`src/rtl/comm_rx_cmd_decoder.sv`:
```
// RX command decoder: turns 40-bit host frames into register-bus writes/reads and queues responses.
// Optional macro COMM_RX_ERR_RESP_EN: when defined, bad opcodes also produce an 0xEE error frame.
module comm_rx_cmd_decoder #(
    parameter int TIMEOUT_CYCLES = 255,
    parameter int ERR_CNT_W      = 8
) (
    input  logic                 Clock,
    input  logic                 Reset,
    input  logic [39:0]          RX_Fifo_Data,
    input  logic                 RX_Fifo_Empty,
    output logic                 RX_Fifo_RE,
    output logic [15:0]          Reg_Addr,
    output logic [15:0]          Reg_WData,
    output logic                 Reg_WE,
    output logic                 Reg_RE,
    input  logic [15:0]          Reg_RData,
    input  logic                 Reg_RValid,
    output logic [39:0]          TX_Fifo_Data,
    output logic                 TX_Fifo_WE,
    input  logic                 TX_Fifo_Full,
    output logic [ERR_CNT_W-1:0] Err_Count,
    output logic                 Busy
);

    localparam int CNT_W = (TIMEOUT_CYCLES < 2) ? 1 : $clog2(TIMEOUT_CYCLES);
    localparam logic [CNT_W-1:0] CNT_LAST = CNT_W'(TIMEOUT_CYCLES - 1);

    localparam logic [7:0] OP_WRITE    = 8'h01;
    localparam logic [7:0] OP_READ     = 8'h02;
    localparam logic [7:0] RSP_READ    = 8'h82;
    localparam logic [7:0] RSP_TIMEOUT = 8'hE1;

    typedef enum logic [2:0] {
        S_IDLE,
        S_WAIT_Q,
        S_DECODE,
        S_WRITE,
        S_READ_REQ,
        S_READ_WAIT,
        S_ERR_RESP,
        S_RESP
    } state_t;

    state_t                 r_state;
    logic [39:0]            r_frame;
    logic [15:0]            r_reg_addr;
    logic [15:0]            r_reg_wdata;
    logic                   r_reg_we;
    logic                   r_reg_re;
    logic [39:0]            r_tx_data;
    logic [ERR_CNT_W-1:0]   r_err_cnt;
    logic [CNT_W-1:0]       r_to_cnt;

    logic [7:0]             w_opcode;
    logic [15:0]            w_addr;
    logic [15:0]            w_data;
    logic [ERR_CNT_W-1:0]   w_err_inc;

    assign w_opcode  = r_frame[39:32];
    assign w_addr    = r_frame[31:16];
    assign w_data    = r_frame[15:0];
    assign w_err_inc = (r_err_cnt == {ERR_CNT_W{1'b1}}) ? r_err_cnt : r_err_cnt + 1'b1;

    // The FIFO strobes must qualify on the same cycle's Empty/Full, so they are decoded from
    // the state register rather than registered; Reset masks the read strobe while held.
    assign RX_Fifo_RE = (r_state == S_IDLE) && !RX_Fifo_Empty && !Reset;
    assign TX_Fifo_WE = (r_state == S_RESP) && !TX_Fifo_Full;

    assign Reg_Addr     = r_reg_addr;
    assign Reg_WData    = r_reg_wdata;
    assign Reg_WE       = r_reg_we;
    assign Reg_RE       = r_reg_re;
    assign TX_Fifo_Data = r_tx_data;
    assign Err_Count    = r_err_cnt;
    assign Busy         = (r_state != S_IDLE);

    // NOTE: sequential state uses non-blocking assignments so every register samples pre-edge values.
    always_ff @(posedge Clock or posedge Reset) begin
        if (Reset) begin
            r_state     <= S_IDLE;
            r_frame     <= '0;
            r_reg_addr  <= '0;
            r_reg_wdata <= '0;
            r_reg_we    <= 1'b0;
            r_reg_re    <= 1'b0;
            r_tx_data   <= '0;
            r_err_cnt   <= '0;
            r_to_cnt    <= '0;
        end else begin
            r_reg_we <= 1'b0;
            r_reg_re <= 1'b0;

            case (r_state)
                S_IDLE: begin
                    if (!RX_Fifo_Empty) begin
                        r_state <= S_WAIT_Q;
                    end
                end

                S_WAIT_Q: begin
                    r_frame <= RX_Fifo_Data;
                    r_state <= S_DECODE;
                end

                S_DECODE: begin
                    case (w_opcode)
                        OP_WRITE: begin
                            r_reg_addr  <= w_addr;
                            r_reg_wdata <= w_data;
                            r_reg_we    <= 1'b1;
                            r_state     <= S_WRITE;
                        end
                        OP_READ: begin
                            r_reg_addr <= w_addr;
                            r_reg_re   <= 1'b1;
                            r_state    <= S_READ_REQ;
                        end
                        default: begin
                            r_err_cnt <= w_err_inc;
                            r_state   <= S_ERR_RESP;
                        end
                    endcase
                end

                S_WRITE: begin
                    r_state <= S_IDLE;
                end

                S_READ_REQ: begin
                    r_to_cnt <= '0;
                    r_state  <= S_READ_WAIT;
                end

                // Data arriving on the expiry cycle is checked first, so it wins over the timeout.
                S_READ_WAIT: begin
                    if (Reg_RValid) begin
                        r_tx_data <= {RSP_READ, w_addr, Reg_RData};
                        r_state   <= S_RESP;
                    end else if (r_to_cnt == CNT_LAST) begin
                        r_tx_data <= {RSP_TIMEOUT, w_addr, 16'h0000};
                        r_err_cnt <= w_err_inc;
                        r_state   <= S_RESP;
                    end else begin
                        r_to_cnt <= r_to_cnt + 1'b1;
                    end
                end

                S_ERR_RESP: begin
`ifdef COMM_RX_ERR_RESP_EN
                    r_tx_data <= {8'hEE, w_addr, 8'h00, w_opcode};
                    r_state   <= S_RESP;
`else
                    r_state   <= S_IDLE;
`endif
                end

                S_RESP: begin
                    if (!TX_Fifo_Full) begin
                        r_state <= S_IDLE;
                    end
                end

                default: begin
                    r_state <= S_IDLE;
                end
            endcase
        end
    end

endmodule

```
`config.mk`:
```
export PLATFORM = sky130hd
export DESIGN_NAME = comm_rx_cmd_decoder
export DESIGN_NICKNAME = d
export VERILOG_FILES = /design/src/rtl/comm_rx_cmd_decoder.sv
export SDC_FILE = /design/constraint.sdc
export NUM_CORES = 1
export LEC_CHECK = 0
export ABC_AREA = 1
export CAP_MARGIN = 30
export CORE_MARGIN = 2
export CORE_UTILIZATION = 40
export CTS_BUF_LIST = sky130_fd_sc_hd__clkbuf_4 sky130_fd_sc_hd__clkbuf_8
export DETAILED_ROUTE_END_ITERATION = 8
export PLACE_DENSITY = 0.7
export SLEW_MARGIN = 5
export SYNTH_ARGS = -nofsm -noshare
export SYNTH_HDL_FRONTEND = slang
export SYNTH_SLANG_ARGS = --single-unit
```
`constraint.sdc`:
```
create_clock -name Clock -period 8.3 [get_ports Clock]
set_clock_uncertainty 0.1 [all_clocks]
set_input_delay 2.49 -clock Clock [delete_from_list [all_inputs] [get_ports Clock]]
set_output_delay 2.49 -clock Clock [all_outputs]
set_load 0.05 [all_outputs]
```
# Yosys cells after proc, flatten, opt, wreduce, memory -nomap -nowiden
# Index checks and enable logic that the tools add are counted.
# W data, S select, Z words.
[totals]
regBits = 133
out_inout_bits = 85
wordCells = 68
inputBits = 61
[op_classes]
n_reduce_logical = 19
n_mux = 20
add_sub_neg = 2
n_eq_ne = 18
[ops]
columns = ["operator", "n"]
rows = [
  ["$mux W40", 2],
  ["$mux W8", 6],
  ["$pmux W8 S2", 2],
  ["$pmux W3 S7", 1],
  ["$add A8 B1 Y8 const B", 2],
  ["$eq A8 B8 Y1 const B", 2],
  ["$eq A3 B3 Y1 const B", 4],
  ["$mux W3", 4],
  ["$ne A2 B2 Y1 const B", 6],
  ["$eq A8 B1 Y1 const B", 1],
  ["$eq A8 B2 Y1 const B", 1],
  ["$eq A3 B2 Y1 const B", 2],
  ["$pmux W3 S2", 1],
  ["$reduce_and A2 Y1", 3],
  ["$reduce_and A3 Y1", 2],
  ["$reduce_bool A2 Y1", 3],
  ["$mux W1", 4],
  ["$reduce_and A4 Y1", 1],
  ["$reduce_or A2 Y1", 2],
  ["$eq A3 B1 Y1 const B", 1],
  ["$logic_and A1 B1 Y1", 3],
  ["$logic_not A1 Y1", 3],
  ["$logic_not A3 Y1", 1],
  ["$ne A3 B3 Y1 const B", 1],
  ["$reduce_bool A3 Y1", 1],
]

# Longest topological paths before layout
[logic_depth]
depth_word = 5
depth_mapped = 10
depth_no_buf = 10

# Least setup slack after synthesis
# Ideal clock, no wire load.
[synth_timing]
kind = "input-to-output"
startpoint = "input port RX_Fifo_Empty"
endpoint = "output port RX_Fifo_RE"
t_required_ns = 5.710
setup_slack_ns = 2.123
t_arrival_ns = 3.587
stages = 1
n_path_buf = 0
path_cell_list = "nor3_1"
[synth_via]
elab_chain_cells = 3
[synth_rtl]
columns = ["item", "line", "source"]
rows = [
  ["start, declared", "10", "input logic RX_Fifo_Empty,"],
  ["$logic_not A1 Y1", "-", ""],
  ["$logic_and A1 B1 Y1 (2 in a row)", "66", "assign RX_Fifo_RE = (r_state == S_IDLE) && !RX_Fifo_Empty && !Reset;"],
  ["end, declared", "11", "output logic RX_Fifo_RE,"],
]
# Every way passes these cells.

# Worst setup path in the final report
[layout_timing]
startpoint = "input port Reset"
endpoint = "output port RX_Fifo_RE"
[layout_via]
elab_chain_cells = 2
[layout_rtl]
columns = ["item", "line", "source"]
rows = [
  ["start, declared", "8", "input logic Reset,"],
  ["$logic_not A1 Y1 (no source line)", "-", ""],
  ["$logic_and A1 B1 Y1", "66", ""],
]
# Every way passes these cells.

==> flow_summary.toml <==
[status]
outcome = "completed"

[placed_design]
io_buffers = 142
hpwlAfterDp_mm = 8.63
place_congestion = 0.833

[clock_network]
clk_pin_slew_ps = 70
ctsResizeCount = 0
cts_setup_buffers = 0
htreeDepth = 4
cts_max_path_buffers = 2
root_buffer = "clkbuf_8"
clock_latency_ps = 430
cts_tree = "yes"
ctsHoldBuffers = 0
cts_buffers = 17
clock-sinks = 128

[layout]
synthToLayoutAreaGrowth_pct = 35.8
regArea_um2 = 3200
multi_input_area_um2 = 1930
drive_gt1_frac = 0.125
post-route-util = 0.560
fin_nets = 787
fillers = 1175
n_antenna_cell = 0

[worst_setup_path]
cp-start-kind = "input pin"
crit_path_max_incr_delay_ps = 840
slowest_stage = "clkdlybuf4s50_1"
critPathCaptureType = "primary output"
cp_data_arrival_time_ps = 4010
cp_cell_sequence = "clkdlybuf4s50_1, nor3_1, clkdlybuf4s50_1"
worst_path_most_repeated_cell = "clkdlybuf4s50_1"
cp.required_ps = 5710
critPathKind = "input pin to primary output"
crit_fanout = 2

[floorplanning]
start_util = 0.413
ioPinCount = 146
dieArea_um2 = 14700
core_um2 = 13300
die_w_um = 121
die_h_um = 121
fp-row-count = 42

[synth]
yosys-top-cells-count = "203 x nand2_1, 128 x dfrtp_1, 43 x inv_1, 38 x nor2_1, 26 x a21oi_1"
yosys-top-cells-area = "dfrtp_1 58%, nand2_1 14%, inv_1 2.9%, mux2_4 2.7%, nor2_1 2.6%"
synth_most_common_cell = "nand2_1"
syn-cell-area_um2 = 5510
synth_cells = 580
avgSynthCellArea_um2 = 9.49
synth_top_cell_area_share = 0.582
synthArstFlopShare = 1.00
ys_seq_area_frac = 0.582
synth-edff-count = 0
synth_seq_cells = 128
synth_cell_types = 37
synth_ff_type = "dfrtp_1"
ys_warn_count = 0
yosysTopAreaCell = "dfrtp_1"

[sta]
fmax_mhz = 151
timing_hold_violations_final = 0
period_share = 0.795
relSlewSlack = 0.447
fin_tns_setup_ps = 0
slew_violations = 0
rsz0062_at_grt = "no"
period_minus_slack_ps = 6600
tightest_slew_ps = 827
setup_viol = 0

[route]
dr.first_iter.drc_count = 370
num_vias = 4297
drcViolationCount = 0
via_per_inst = 4.71
final_antenna_net_count = 0
drtPass1Iterations = 4
wl_mm = 12.5
wire_per_inst_um = 13.8

[global_routing]
antenna_found_initial = 0
grt_max_degree = 73
grt_remaining_overflow = 0
grt_pass1_vias = 4287
grt_pass1_wl_mm = 20.3
track_usage = 0.176

[power_and_ir_drop]
ir_drop_v = 0.000125
p_leak_nw = 3.71
power.total_mw = 2.69
power_density_nw_per_um2 = 360

[min_path]
hp-class = "register to register"

[job]
maxCapViolations = 0
==> kinds of logic (layout without fill, tap and decap cells) <==
family / after synthesis / count (layout) / share of synthesized area
adder cells (fa/ha/maj): 3 / 3 / 0.00682
buffers and inverters: 74 / 228 / 0.0684
AO/OA/AOI/OAI: 65 / 65 / 0.0698
other: 1 / 3 / 0.000681
XOR/XNOR: 8 / 8 / 0.0127
multiplexers: 16 / 16 / 0.0395
flip-flops: 128 / 128 / 0.582
AND/OR/NAND/NOR: 285 / 285 / 0.220
==> power by group <==
group          internal, mW  total, mW  switching (mW)
Sequential            0.831      0.947           0.116
Combinational         0.399       1.15           0.748
Clock                 0.366      0.599           0.233
==> critical path: cells and delay by family <==
kind,cells,cell delay (ps)
buffers and inverters,2,1300
AND/OR/NAND/NOR,1,220
==> metal layers <==
metal / vias to the layer above / share of wire / track usage
li1: 2089 / - / -
met1: 2056 / 0.45 / 0.222
met2: 134 / 0.48 / 0.285
met3: 18 / 0.056 / 0.0489
met4: 0 / 0.015 / 0.0769
met5: - / 0 / 0
==> stage by stage <==
| stage | instance area, um2 | std cells | setup WS (ps) | hold WS, ps |
|---|---|---|---|---|
| after global placement | 6990 | 879 | 1730 | 346 |
| after CTS | 7450 | 911 | 1680 | 372 |
| after detailed placement | 6990 | 879 | 1690 | 356 |
| after global routing | 7480 | 912 | 1630 | 397 |
| final | 7480 | 912 | 1700 | 365 |
| after floorplan | 5510 | 582 | 2120 | 336 |
==> registers in the layout (all words and copies together) (netlist names) <==
name          flops
r_frame          40
TX_Fifo_Data     35
Reg_Addr         16
Reg_WData        16
Err_Count         8
r_to_cnt          8
r_state           3
Reg_RE            1
Reg_WE            1
==> worst paths after layout <==
check	from	endpoint	slack [ps]	cells after the start
worst min-delay path	r_frame[9]$_DFFE_PP0P_	Reg_WData[9]$_DFFE_PP0P_	370	2
worst max register to register	r_frame[37]$_DFFE_PP0P_	Reg_WData[7]$_DFFE_PP0P_	6140	9
worst max-delay path	Reset	RX_Fifo_RE	1700	3
min in group asynchronous	Reset	Reg_WData[13]$_DFFE_PP0P_	2450	2
worst min register to register	r_frame[9]$_DFFE_PP0P_	Reg_WData[9]$_DFFE_PP0P_	370	2
max in group asynchronous	Reset	TX_Fifo_Data[9]$_DFFE_PP0P_	4710	4
==> placed cells by master (no fill, tap or decap), types with 6 or more instances in the layout <==
cell type / instances
clkdlybuf4s50_1: 142
inv_2: 6
mux2_2: 6
nand2_1: 203
a21oi_1: 26
o21ai_0: 14
xor2_1: 6
nor2_1: 38
clkbuf_8: 21
o21ai_2: 14
nand3_1: 20
o21ai_1: 9
mux2_4: 10
dfrtp_1: 128
inv_1: 42
==> area by class of cell <==
cell class / count / share of cell area
Tap cell: 176 / 0.0294
Multi-Input combinational cell: 380 / 0.259
Clock buffer: 23 / 0.0407
Clock inverter: 9 / 0.0206
Timing Repair Buffer: 145 / 0.196
Inverter: 51 / 0.0266
Sequential cell: 128 / 0.428
No activity file was read; power rests on OpenSTA's default activity.
